$ cat config.mk
export PLATFORM = sky130hd
export DESIGN_NAME = perf_monitor
export DESIGN_NICKNAME = d
export VERILOG_FILES = /design/src/rtl/perf_monitor.sv
export SDC_FILE = /design/constraint.sdc
export NUM_CORES = 1
export LEC_CHECK = 0
export ABC_AREA = 1
export CAP_MARGIN = 20
export CORE_ASPECT_RATIO = 1.75
export CORE_MARGIN = 2
export CORE_UTILIZATION = 36
export DETAILED_ROUTE_END_ITERATION = 6
export PLACE_DENSITY_LB_ADDON = 0.08
export REMOVE_ABC_BUFFERS = 1
export SYNTH_ARGS = -nofsm -noshare
export SYNTH_HDL_FRONTEND = slang
export SYNTH_SLANG_ARGS = --single-unit
$ cat constraint.sdc
create_clock -name clk -period 2.1 [get_ports clk]
set_clock_uncertainty 0.1 [all_clocks]
set_input_delay 0.21 -clock clk [delete_from_list [all_inputs] [get_ports clk]]
set_output_delay 0.21 -clock clk [all_outputs]
set_load 0.02 [all_outputs]
$ cat src/rtl/perf_monitor.sv
// perf_monitor: performance-counter unit fed by the processor retire strobe
// and fetch PC. Counts cycles, retired instructions and stalls while in RUN.
// All counters saturate at all-ones; a sticky flag records saturation.
// Optional feature macro: PERF_BRANCH_COUNT_EN adds a non-sequential-PC
// ("branches") counter at rd_addr=3; without it rd_addr=3 reads 0.
module perf_monitor #(
   parameter int CNT_W = 16,
   parameter int PC_W  = 4
) (
   input  logic             clk,
   input  logic             reset,
   input  logic             start,
   input  logic             stop,
   input  logic             clear,
   input  logic             retire,
   input  logic [PC_W-1:0]  pc,
   input  logic [1:0]       rd_addr,
   output logic [CNT_W-1:0] rd_data,
   output logic             running,
   output logic             sat_flag
);

   typedef enum logic [1:0] {IDLE = 2'd0, RUN = 2'd1, HALT = 2'd2} state_t;

   localparam logic [CNT_W-1:0] CNT_MAX = '1;

   state_t            state_q, state_d;
   logic              running_q, running_d;
   logic [CNT_W-1:0]  cyc_q, cyc_d;
   logic [CNT_W-1:0]  ret_q, ret_d;
   logic [CNT_W-1:0]  stl_q, stl_d;
   logic [CNT_W-1:0]  brn_q;
   logic              sat_q, sat_d;
   logic              prev_valid_q, prev_valid_d;
   logic [PC_W-1:0]   prev_pc_q, prev_pc_d;
   logic [CNT_W-1:0]  rd_data_q, rd_data_d;
   logic [CNT_W-1:0]  cyc_sat;
   logic              count_en;
   logic              enter_run;
   logic              stall_hit;

   // Saturating increment: holds at all-ones instead of wrapping.
   function automatic logic [CNT_W-1:0] sat_inc(input logic [CNT_W-1:0] v,
                                                input logic en);
      return (en && (v != CNT_MAX)) ? v + 1'b1 : v;
   endfunction

   // A RUN cycle counts unless stop or clear is asserted in it.
   assign count_en  = (state_q == RUN) && !stop && !clear;
   assign enter_run = (state_q != RUN) && (state_d == RUN);
   assign stall_hit = prev_valid_q && (pc == prev_pc_q);
   assign cyc_sat   = sat_inc(cyc_q, 1'b1);

   // State register; running is registered alongside the state.
   always_ff @(posedge clk) begin
      if (!reset) begin
         state_q   <= IDLE;
         running_q <= 1'b0;
      end else begin
         state_q   <= state_d;
         running_q <= running_d;
      end
   end

   // Next state: stop beats start in RUN; the cycle counter hitting
   // all-ones also forces HALT so a saturated run stops by itself.
   always_comb begin
      state_d = state_q;
      case (state_q)
         IDLE, HALT: if (start && !stop) state_d = RUN;
         RUN: begin
            if (stop)                            state_d = HALT;
            else if (!clear && cyc_sat == CNT_MAX) state_d = HALT;
         end
         default: state_d = IDLE;
      endcase
   end

   // FSM output: running tracks the state being entered.
   always_comb begin
      running_d = (state_d == RUN);
   end

   // Counter next-state: clear wins over counting; entering RUN drops
   // prev_valid so the first RUN cycle can never see a stall.
   always_comb begin
      cyc_d        = cyc_q;
      ret_d        = ret_q;
      stl_d        = stl_q;
      sat_d        = sat_q;
      prev_valid_d = prev_valid_q;
      prev_pc_d    = prev_pc_q;
      if (clear) begin
         cyc_d        = '0;
         ret_d        = '0;
         stl_d        = '0;
         sat_d        = 1'b0;
         prev_valid_d = 1'b0;
      end else begin
         if (count_en) begin
            cyc_d        = cyc_sat;
            ret_d        = sat_inc(ret_q, retire);
            stl_d        = sat_inc(stl_q, stall_hit);
            prev_pc_d    = pc;
            prev_valid_d = 1'b1;
         end else if (enter_run) begin
            prev_valid_d = 1'b0;
         end
         sat_d = sat_q || (cyc_d == CNT_MAX) || (ret_d == CNT_MAX) ||
                 (stl_d == CNT_MAX) || (brn_q == CNT_MAX);
      end
   end

   // Counter and tracking registers.
   always_ff @(posedge clk) begin
      if (!reset) begin
         cyc_q        <= '0;
         ret_q        <= '0;
         stl_q        <= '0;
         sat_q        <= 1'b0;
         prev_valid_q <= 1'b0;
         prev_pc_q    <= '0;
      end else begin
         cyc_q        <= cyc_d;
         ret_q        <= ret_d;
         stl_q        <= stl_d;
         sat_q        <= sat_d;
         prev_valid_q <= prev_valid_d;
         prev_pc_q    <= prev_pc_d;
      end
   end

`ifdef PERF_BRANCH_COUNT_EN
   logic [CNT_W-1:0] brn_d;
   logic [PC_W-1:0]  pc_seq;
   logic             brn_hit;

   // A taken branch is any PC change that is not a +1 step (wraps mod 2^PC_W).
   assign pc_seq  = prev_pc_q + 1'b1;
   assign brn_hit = prev_valid_q && (pc != prev_pc_q) && (pc != pc_seq);

   // Branch counter next-state, same clear/saturate rules as the others.
   always_comb begin
      brn_d = brn_q;
      if (clear)         brn_d = '0;
      else if (count_en) brn_d = sat_inc(brn_q, brn_hit);
   end

   // Branch counter register.
   always_ff @(posedge clk) begin
      if (!reset) brn_q <= '0;
      else        brn_q <= brn_d;
   end
`else
   assign brn_q = '0;
`endif

   // Read mux: registered copy of the selected counter's current value.
   always_comb begin
      case (rd_addr)
         2'd0:    rd_data_d = cyc_q;
         2'd1:    rd_data_d = ret_q;
         2'd2:    rd_data_d = stl_q;
         default: rd_data_d = brn_q;
      endcase
   end

   // Read port register.
   always_ff @(posedge clk) begin
      if (!reset) rd_data_q <= '0;
      else        rd_data_q <= rd_data_d;
   end

   assign rd_data  = rd_data_q;
   assign running  = running_q;
   assign sat_flag = sat_q;

endmodule
# Word level (Yosys, flattened, before mapping)
# Cells that the tools add are included.
# W data, S select, Z words.
[classes]
add_sub_neg = 3
n_eq_ne = 14
muxes = 16
n_bitwise = 2
n_reduce_logical = 19
[op_table]
columns = ["cell", "n"]
rows = [
  ["$mux W16", 9],
  ["$eq A16 B16 Y1 const B", 4],
  ["$add A16 B1 Y16 const B", 3],
  ["$ne A16 B16 Y1 const B", 3],
  ["$pmux W16 S3", 1],
  ["$logic_and A1 B1 Y1", 8],
  ["$eq A2 B1 Y1 const B", 3],
  ["$mux W2", 3],
  ["$eq A2 B2 Y1 const B", 2],
  ["$eq A4 B4 Y1", 1],
  ["$logic_not A2 Y1", 2],
  ["$pmux W2 S2", 1],
  ["$reduce_or A2 Y1", 2],
  ["$logic_or A1 B1 Y1", 3],
  ["$logic_not A1 Y1", 2],
  ["$mux W1", 2],
  ["$ne A2 B1 Y1 const B", 1],
  ["$not A1 Y1", 2],
  ["$reduce_and A2 Y1", 1],
  ["$reduce_bool A2 Y1", 1],
]
[totals]
reg_bits = 73
elab_cells = 63

# Depth between registers and ports, before layout
[logic_depth]
word_depth = 11
mapped_depth = 17
depth_no_buf = 16

# Least setup slack after synthesis
# OpenSTA, ideal clock, no wires.
[synth_timing]
path_type = "reg2reg"
startpoint = "register cyc_q[0]"
endpoint = "register sat_q (netlist: sat_flag)"
arrival_time_ps = 1765
path_slack_ps = 168
stages_incl_launch_ff = 17
n_path_buf = 1
period_less_slack_ps = 1932
path_cell_list = "dfxtp_1 ha_1 nand2_1 nor2_2 nand2_2 inv_2 nand2_1 buf_2 nand3_1 nand2_1 nor2_1 nand3_1 nor2_1 nand3_1 nand2_1 nor2_1 a21oi_2"
[synth_between]
elab_chain_cells = 8
elab_cells_between_ends = 9
cone_classes = "add/sub (1); eq/ne (2); mux (3); reduce/logical (3)"
[synth_lines]
columns = ["element", "line_no", "rtl"]
rows = [
  ["from (decl)", "29", "logic [CNT_W-1:0] cyc_q, cyc_d;"],
  ["from (signal assigned)", "124", "cyc_q <= cyc_d;"],
  ["$add A16 B1 Y16 / $ne A16 B16 Y1 (equally long branches)", "45", "return (en && (v != CNT_MAX)) ? v + 1'b1 : v;"],
  ["$mux W16", "45", ""],
  ["$mux W16 (*)", "100", "if (count_en) begin"],
  ["$mux W16 (*)", "93", "if (clear) begin"],
  ["$eq A16 B16 Y1 (*)", "109", "sat_d = sat_q || (cyc_d == CNT_MAX) || (ret_d == CNT_MAX) ||"],
  ["$logic_or A1 B1 Y1 (*) (3 in a row)", "109", ""],
  ["to (signal assigned)", "127", "sat_q <= sat_d;"],
  ["to (decl)", "33", "logic sat_q, sat_d;"],
]
# Mark *: on every way between the ends. The rest lies on a longest branch, timed or not. The select of a mux whose other input is x is not followed.
# A chain may end at the register's enable or synchronous reset.

# Worst setup path in the final report
[layout_timing]
startpoint = "register cyc_q[0]"
endpoint = "register state_q[1]"
[layout_between]
elab_chain_cells = 7
elab_cells_between_ends = 8
cone_classes = "add/sub (1); eq/ne (2); mux (4); reduce/logical (1)"
[layout_lines]
columns = ["element", "line_no", "rtl"]
rows = [
  ["$add A16 B1 Y16 / $ne A16 B16 Y1 (equally long branches)", "45", ""],
  ["$mux W16 (*)", "45", ""],
  ["$eq A16 B16 Y1 (*)", "73", "else if (!clear && cyc_sat == CNT_MAX) state_d = HALT;"],
  ["$logic_and A1 B1 Y1 (*)", "73", ""],
  ["$mux W2 (*)", "73", ""],
  ["$mux W2 (*)", "72", "if (stop) state_d = HALT;"],
  ["$pmux W2 S2 (*)", "69", "case (state_q)"],
  ["to (signal assigned)", "60", "state_q <= state_d;"],
  ["to (decl)", "27", "state_t state_q, state_d;"],
]
# Mark *: on every way between the ends. The rest lies on a longest branch, timed or not.

==> flow_summary.toml <==
[outcome]
status = "finished with violations"
violations = "negative setup slack"

[global_routing]
antenna_found_initial = 0
grt_max_degree = 51
grt_pass1_vias = 5503
grt_usage = 0.2487
grt_pass1_wl_um = 26210
overflow = 0

[clock_tree]
cts.clk_slew.worst_paths_ns = 0.06
ctsHtreeMaxLevel = 3
hold_buffers = 0
cts_tree = "yes"
cts_made_buffers = 9
insertion_delay_ns = 0.34
cts.sink_count = 73
clockRootBuffer = "clkbuf_16"
cts_buffer_depth = 2

[flow_run]
maxCapViolations = 0

[critical_path]
cp.arrival_ns = 2.30
endpoint_kind = "flop"
crit_end = "state_q[1]$_SDFF_PN0_"
start_kind = "flop"
critical-path-slowest-cell = "dfxtp_2"
cp.buffers_inverters = 0
critical_path_depth = 13
reg2reg_depth = 13
crit_type = "reg -> reg"
crit_fanout = 4
critical-path-top-delay-family = "simple AND/OR/NAND/NOR gates"
r2r_end = "state_q[1]$_SDFF_PN0_"
required_ns = 2.27
worstPathCellList = "ha_4 > nand2_4 > nor2_4 > nand2_4 > o21ai_2 > nand2_1 > nor2_2 > nand4_1 > nor2_2 > nand4_1 > nand2_1 > nand2_1 > a21oi_1"
r2r-start = "cyc_q[0]$_SDFF_PP0_"
reg2reg_slack_ns = -0.03
cp_common_cell = "nand2_1"
cpPeakStageDelay_ns = 0.36
cp-startpoint = "cyc_q[0]$_SDFF_PP0_"

[finish]
fin_nets = 953
postLayoutCoreUtil = 0.5595
diodes = 0
instances_no_fill = 1111
syn2layout_area_growth_pct = 51.76
drive_gt1_frac = 0.3043
fillCellCount = 1270

[placed_design]
placed_cells = 1078
place_ws_ns = -0.3204
port_buffers = 29
dp_hpwl_um = 12810
gp_congestion = 0.9951

[logic_synthesis]
ys_ff_latch = 73
synth_area_leaders = "dfxtp_1 (32%), nand2_1 (19%), nor2_1 (9.5%), inv_1 (8.1%), nand3_1 (6.6%)"
seq_area_frac_synth = 0.3189
syn_inst = 766
synth.top_cell.area_share = 0.3189
synth-edff-count = 0
synth_top_flop_cell = "dfxtp_1"
yosys-top-cells-count = "nand2_1 (231), nor2_1 (116), inv_1 (99)"
ys_warn_count = 0
syn_area_per_cell_um2 = 5.983
yosys.area.top_type = "dfxtp_1"
ys_types = 34
netlist_area_um2 = 4583
async_flop_share = 0
synth.most_common_cell = "nand2_1"

[timing]
fmax_mhz = 470.0
drv_slew = 0
fin_crit_ns = 2.128
fin_crit_sh = 1.013
finalHoldViolations = 0
setup_ws_ns = -0.02765
worst_pin_slew_ns = 0.4193
report.final.setup_viol = 1
slew_headroom = 0.7195
rsz0062_at_grt = "yes"

[power_and_ir_drop]
powerDensity_nw_per_um2 = 494.3
vdd.ir_drop.worst_uv = 371.6
power_mw = 3.438
leakagePower_nw = 2.909

[routing]
vias = 5590
drc = 0
drtIter0Drc = 286
ant_nets = 0
avgViaCountPerCell = 5.032
wire_per_inst_um = 15.27
firstDrtPassIters = 6
wl_um = 16970

[floorplan]
dieArea_um2 = 13680
pin_count = 30
die_h_um = 153.3
die_x_um = 89.29
start_util = 0.3687
fp-row-count = 54
core_area_um2 = 12430

[min_path]
hold_class = "reg -> reg"
[timing repair]
item | 4_1_cts | 5_1_grt
pin swaps | 15 | 35
cloned | 1 | 2
setup endpoints to repair | 4 | 9
gates resized for setup | 46 | 92
setup buffers | 10 | 6
[per-layer routing]
| layer | track usage | part of all wire | vias up |
|---|---|---|---|
| li1 | - | - | 2771 |
| met2 | 0.4589 | 0.55 | 133 |
| met5 | 0 | 0 | - |
| met1 | 0.2536 | 0.37 | 2629 |
| met3 | 0.04104 | 0.028 | 57 |
| met4 | 0.1329 | 0.057 | 0 |
[metrics by stage]
stage / hold WS, ns / TNS (ns) / cell area (um^2)
2_1_floorplan: 0.2076 / -0.2145 / 4477
6_report: 0.3717 / -0.02765 / 6955
4_1_cts: 0.3708 / -0.01545 / 6619
3_3_place_gp: 0.3539 / -0.9069 / 6036
3_5_place_dp: 0.3624 / -0.8982 / 6036
5_1_grt: 0.4090 / -0.4061 / 6955
[layout make-up]
class | instances | area (um^2) | share of cell area
clock buffers | 10 | 229.0 | 0.03292
clock inverters | 6 | 115.1 | 0.01655
flip-flops and latches | 73 | 1483 | 0.2132
repair buffers | 182 | 1505 | 0.2164
well taps | 168 | 210.2 | 0.03022
inverters | 106 | 400.4 | 0.05756
multi-input cells | 566 | 3013 | 0.4332
[worst reg2reg max path, cell delays in order, from the launching register on]
cell	delay (ns)
dfxtp_2	0.36
ha_4	0.18
nand2_4	0.06
nor2_4	0.11
nand2_4	0.10
o21ai_2	0.15
nand2_1	0.08
nor2_2	0.13
nand4_1	0.11
nor2_2	0.12
nand4_1	0.22
nand2_1	0.15
nand2_1	0.06
a21oi_1	0.13
[registers in the layout (all words and copies together), names as in the netlist]
signal        flops
stl_q            16
prev_pc_q         4
prev_valid_q      1
cyc_q            16
rd_data          16
state_q           2
running           1
ret_q            16
sat_flag          1
[worst min-delay path by stage]
stage | start | depth (start not counted) | slack [ns] | to
CTS | prev_pc_q[0]$_SDFFE_PN0P_ | 2 | 0.37 | prev_pc_q[0]$_SDFFE_PN0P_
global placement | prev_pc_q[3]$_SDFFE_PN0P_ | 2 | 0.35 | prev_pc_q[3]$_SDFFE_PN0P_
finish | prev_pc_q[0]$_SDFFE_PN0P_ | 2 | 0.37 | prev_pc_q[0]$_SDFFE_PN0P_
detailed placement | prev_pc_q[0]$_SDFFE_PN0P_ | 2 | 0.36 | prev_pc_q[0]$_SDFFE_PN0P_
global route | prev_pc_q[0]$_SDFFE_PN0P_ | 2 | 0.41 | prev_pc_q[0]$_SDFFE_PN0P_
floorplan | reset | 2 | 0.21 | rd_data[13]$_SDFF_PN0_
[where the power goes]
part	total, mW	internal [mW]	switching (mW)
Clock	1.81	1.17	0.642
Sequential	1.40	1.39	0.00682
Combinational	0.228	0.0969	0.131
[cells in the final DEF, fill, tap and decap left out, types with 2 or more instances in the layout]
cell and n:
nor2_1 91, xor2_1 10, inv_2 8, bufinv_16 3, nand3_1 47, nand2_2 13
nand4_1 21, nand3_4 5, o221ai_1 3, nor2_4 16, o21ai_0 27, nand2_4 11
buf_6 7, nor3_1 12, buf_4 140, o21ai_1 9, dfxtp_2 17, dfxtp_1 56
clkdlybuf4s50_1 29, nand3_2 12, buf_12 3, nor3_2 3, buf_2 2, nor2_2 19
ha_4 2, xor2_2 2, or2_2 2, nand2_1 211, a21oi_2 2, clkbuf_16 9
o22ai_1 11, o21ai_2 5, nand3b_1 3, inv_1 97, a21oi_1 23
[cell families (layout without fill, tap and decap cells)]
kind of cell,Yosys count,in the layout,synth area share
flops,73,73,0.3189
simple gates,466,466,0.4346
fa+ha+maj,3,3,0.008191
xor+xnor,13,13,0.02812
compound gates,84,84,0.1002
buf+inv,127,304,0.1100
Note: power is estimated with default switching activity, not from simulation.
